`config.mk`:
```
export PLATFORM = sky130hd
export DESIGN_NAME = phase_counter
export DESIGN_NICKNAME = d
export VERILOG_FILES = /design/src/rtl/phase_counter.sv
export SDC_FILE = /design/constraint.sdc
export NUM_CORES = 1
export LEC_CHECK = 0
export CAP_MARGIN = 0
export CORE_MARGIN = 2
export CORE_UTILIZATION = 30
export CTS_CLUSTER_SIZE = 40
export DETAILED_ROUTE_END_ITERATION = 8
export HOLD_SLACK_MARGIN = 0.06
export PLACE_DENSITY = 0.49
export SLEW_MARGIN = 20
export SYNTH_ARGS = -nofsm -noshare
export SYNTH_HDL_FRONTEND = slang
export SYNTH_SLANG_ARGS = --single-unit
```
`constraint.sdc`:
```
create_clock -name clk -period 7.05 [get_ports clk]
set_input_delay 1.0575 -clock clk [delete_from_list [all_inputs] [get_ports clk]]
set_output_delay 1.0575 -clock clk [all_outputs]
set_load 0.05 [all_outputs]
```
`src/rtl/phase_counter.sv`:
```
// Phase correlation counter for an oscillator matrix.
// Synchronizes the bottom-row phase bits, then, over a programmable window,
// counts for each oscillator how many cycles it agreed with the reference
// oscillator (bit N-1). When the window ends, a spin decision is taken per
// oscillator by majority vote against half the window length.
module phase_counter #(
   parameter int N           = 8,
   parameter int CNT_W       = 16,
   parameter int SYNC_STAGES = 2
) (
   input  logic             clk,
   input  logic             rst,
   input  logic [N-1:0]     bot_row,
   input  logic             start,
   input  logic [CNT_W-1:0] window,
   output logic             busy,
   output logic             done,
   output logic [N-1:0]     spins,
   input  logic [7:0]       rd_sel,
   output logic [31:0]      rd_data
);

   localparam int               IDX_W   = (N > 1) ? $clog2(N) : 1;
   localparam logic [CNT_W-1:0] CNT_MAX = '1;
   localparam logic [CNT_W-1:0] CNT_ONE = CNT_W'(1);

   typedef enum logic [1:0] {
      IDLE,
      RUN,
      DONE
   } state_t;

   state_t           state;
   state_t           state_nxt;
   logic             clear;

   logic [N-1:0]     sync_q [SYNC_STAGES];
   logic [N-1:0]     s;

   logic [CNT_W-1:0] remaining;
   logic [CNT_W-1:0] win_len;
   logic [CNT_W-1:0] win_len_nxt;
   logic [CNT_W-1:0] count     [N];
   logic [CNT_W-1:0] count_nxt [N];
   logic [N-1:0]     spins_nxt;
   logic [IDX_W-1:0] rd_idx;

   // Metastability chain: every phase bit passes through SYNC_STAGES flops.
   always_ff @(posedge clk or posedge rst) begin
      if (rst) begin
         for (int k = 0; k < SYNC_STAGES; k++) sync_q[k] <= '0;
      end else begin
         // NOTE: non-blocking assignments make every stage take the previous
         // stage's old value, so the chain really is SYNC_STAGES deep.
         sync_q[0] <= bot_row;
         for (int k = 1; k < SYNC_STAGES; k++) sync_q[k] <= sync_q[k-1];
      end
   end

   assign s = sync_q[SYNC_STAGES-1];

   // Next-state logic; a start is only honoured from IDLE.
   always_comb begin
      // NOTE: defaults first so no path through the case leaves a signal
      // unassigned, which would otherwise infer a latch.
      state_nxt = state;
      clear     = 1'b0;
      case (state)
         IDLE: begin
            if (start) begin
               clear     = 1'b1;
               state_nxt = (window == '0) ? DONE : RUN;
            end
         end
         RUN:     if (remaining == CNT_ONE) state_nxt = DONE;
         DONE:    state_nxt = IDLE;
         default: state_nxt = IDLE;
      endcase
   end

   // Counter update and the spin vote on the values the counters are about to hold.
   always_comb begin
      win_len_nxt = clear ? window : win_len;
      spins_nxt   = '0;
      for (int i = 0; i < N; i++) begin
         count_nxt[i] = count[i];
         if (clear) begin
            count_nxt[i] = '0;
         end else if (state == RUN && s[i] == s[N-1] && count[i] != CNT_MAX) begin
            count_nxt[i] = count[i] + CNT_ONE;
         end
         spins_nxt[i] = (count_nxt[i] > (win_len_nxt >> 1));
      end
   end

   // State, window bookkeeping, counters and spin register.
   always_ff @(posedge clk or posedge rst) begin
      if (rst) begin
         state     <= IDLE;
         remaining <= '0;
         win_len   <= '0;
         spins     <= '0;
         // NOTE: the counter array is reset explicitly because it is
         // software-visible through rd_data and must read zero after reset.
         for (int i = 0; i < N; i++) count[i] <= '0;
      end else begin
         state   <= state_nxt;
         win_len <= win_len_nxt;
         for (int i = 0; i < N; i++) count[i] <= count_nxt[i];
         if (clear) begin
            remaining <= window;
         end else if (state == RUN) begin
            remaining <= remaining - CNT_ONE;
         end
         // Spins become valid together with the done pulse and then hold.
         if (state_nxt == DONE) spins <= spins_nxt;
      end
   end

   assign busy   = (state != IDLE);
   assign done   = (state == DONE);
   assign rd_idx = rd_sel[IDX_W-1:0];

   // Readout mux: live counter value, or a recognisable filler for bad indices.
   always_comb begin
      rd_data = 32'hAAAA_AAAA;
      if ({24'd0, rd_sel} < 32'(N)) begin
         rd_data              = '0;
         rd_data[CNT_W-1:0]   = count[rd_idx];
      end
   end

endmodule
```
==> flow_summary.json <==
{
  "cts_tree": "yes",
  "worst_pin_slew_ns": 1.085,
  "wirelength_mm": 43.85,
  "antenna_found_initial": 1,
  "synth_async_sr_flop_share": 1.000,
  "synthFlopType": "dfrtp_1",
  "critPathSlowestCell": "clkdlybuf4s50_1",
  "dpl.hpwl_mm": 31.63,
  "syn_to_final_growth_pct": 14.49,
  "layout_commonest_cell": "dfrtp_1",
  "hold_violations": 0,
  "avgRoutedWirePerCell_um": 22.84,
  "relSlewSlack": 0.2742,
  "hold_depth": 0,
  "synth-seq-cells": 185,
  "num_vias": 10580,
  "path_max_fanout": 16,
  "final_cells": 1920,
  "rsz0062_at_grt": "no",
  "cts_resized": 0,
  "place_congestion": 0.9007,
  "firstDrtPassIters": 7,
  "end_kind": "primary output",
  "skew_ns": 0.01633,
  "synth_edf_count": 0,
  "grt_start_max_net_pins": 71,
  "drc": 0,
  "synth_top_area_cell": "dfrtp_1",
  "h-tree-depth": 4,
  "drt_iter0_drc": 927,
  "placeableCoreArea_mm2": 0.04176,
  "antenna_cells": 0,
  "maxSlewViolCount": 0,
  "syn_avg_cell_area_um2": 9.635,
  "holdWs_ns": 0.3522,
  "fin_nets": 1533,
  "leakage_nw": 6.302,
  "hold_buffers": 0,
  "power_mw": 5.686,
  "crit_arrival_ns": 3.73,
  "detail-route-antenna-nets": 0,
  "syn_inst": 1311,
  "grt_pass1_vias": 10320,
  "reg2reg_from": "s[7]",
  "grt.overflow.total": 0,
  "r2r_cells": 13,
  "clock_latency_ns": 0.46,
  "cts-root-buf": "clkbuf_16",
  "clk_pin_slew_ns": 0.07,
  "status": "finished clean",
  "critPathKind": "in2out",
  "clkSinkCount": 185,
  "grt_pass1_wl_mm": 65.75,
  "synth_cell_types": 64,
  "fp.dieH_um": 209.2,
  "critical_path.cell_chain": "clkdlybuf4s50_1 > nor3_1 > and2_1 > clkinv_1 > nor2_1 > clkdlybuf4s50_1",
  "holdPathEnd": "s[3]",
  "timing.final.ws_setup_ns": 2.260,
  "post_cts_buffers": 0,
  "layout_common_cells": "dfrtp_1, nor2_1, ha_1, nand2_1, a21oi_1",
  "die_area_mm2": 0.04376,
  "track_usage": 0.2021,
  "drive_above_1_share": 0.07748,
  "synth_top_area_frac": 0.3665,
  "ir_worst_vdd_mv": 0.1474,
  "r2r-end": "spins[0]",
  "cpMostUsedCell": "clkdlybuf4s50_1",
  "crit_required_ns": 5.99,
  "post_drt_via_cell_ratio": 5.511,
  "place_inst": 1888,
  "cts_max_path_buffers": 2,
  "hp-class": "reg2reg",
  "final.period_utilization": 0.6794,
  "min-delay-start": "sync_q[11]",
  "crit_path_start": "rd_sel[6]",
  "fin_crit_ns": 4.790,
  "yosys_warnings": 0,
  "synth.cell_area_mm2": 0.01263,
  "die_w_um": 209.2,
  "pre_cts_ws_ns": 2.295,
  "fmax_ghz": 0.2088,
  "synth_seq_area_share": 0.3665,
  "finalSetupTns_ns": 0,
  "io_buffers": 68,
  "startpoint_type": "input port",
  "numCtsBuffers": 17,
  "start_util": 0.3025,
  "cap_violations": 0,
  "synthTopCellsByArea": "dfrtp_1, ha_1, mux4_2, nor2_1, xor2_1",
  "max_stage_delay_ns": 0.85,
  "row_count": 75,
  "powerDensity_mw_per_mm2": 393.2,
  "r2r_setup_slack_ns": 3.06,
  "ioPinCount": 77,
  "setup_viol": 0
}
-- worst max path at each step --
stage                  end  slack, ns  depth (start not counted)
6_report        rd_data[8]       2.26                          6
5_1_grt         rd_data[8]       2.11                          6
4_1_cts         rd_data[8]       2.28                          6
3_5_place_dp    rd_data[8]       2.30                          6
3_3_place_gp   rd_data[14]       2.38                          6
2_1_floorplan     count[0]       0.96                          1
-- Yosys cell counts (all sizes together) (7+ instances only) --
cell type and n:
buf 29, and4 20, a2111oi 8, inv 41
nor3 29, nor4 22, mux4 32, o21ai 37
xor2 63, clkbuf 26, o211ai 9, and2 16
ha 130, nor2b 13, a21oi 74, a221o 7
nand4 61, nand2 98, nand2b 11, mux2i 28
dfrtp 185, a31oi 11, nor2 148, or3 11
xnor2 46, a211oi 9, nand3 68, and3 16
or2 9, a21o 9
-- where the power goes --
group	total, mW	switching [mW]	internal (mW)
clock	1.05	0.482	0.570
sequential	1.90	0.519	1.38
combinational	2.74	1.67	1.06
total	5.69	2.67	3.01
-- sequential cells by signal, indices dropped and copies added, names as in the netlist --
name       cells
state          2
win_len       15
s              8
count        128
sync_q         8
spins          8
remaining     16
-- cell type report --
cell class,instances,area (um^2)
clock inverters,13,180.2
fillers,4217,27300
repair buffers,86,805.8
well taps,539,674.4
clock buffers,19,432.9
multi-input cells,1036,7574
flip-flops and latches,185,4629
inverters,42,165.2
-- cell families (layout without fill, tap and decap cells) --
family / count (synthesis) / after routing / share of synthesized area
simple gates: 534 / 534 / 0.2145
mux: 60 / 60 / 0.07954
xor+xnor: 109 / 109 / 0.07558
other cells: 1 / 8 / 0.0002969
flops: 185 / 185 / 0.3665
buf+inv: 97 / 160 / 0.03635
fa+ha+maj: 130 / 130 / 0.1288
compound gates: 195 / 195 / 0.09847
-- routing by layer --
| metal | global-route usage | up-vias | share of wire |
|---|---|---|---|
| li1 | - | 4912 | - |
| met1 | 0.2887 | 5215 | 0.47 |
| met2 | 0.2978 | 391 | 0.43 |
| met3 | 0.04629 | 62 | 0.077 |
| met4 | 0.07365 | 2 | 0.028 |
| met5 | 0 | - | 0.00025 |
-- critical path, delay by kind of cell --
family | cells | cell delay, ns
AND/OR/NAND/NOR | 3 | 0.84
buffers and inverters | 3 | 1.82
-- metrics by stage --
stage / instance area (um^2) / utilization
2_1_floorplan: 12660 / -
3_3_place_gp: 13850 / 0.3316
3_5_place_dp: 13850 / 0.3316
4_1_cts: 14460 / 0.3463
5_1_grt: 14460 / 0.3463
6_report: 14460 / 0.3463
No activity file was read; power rests on OpenSTA's default activity.
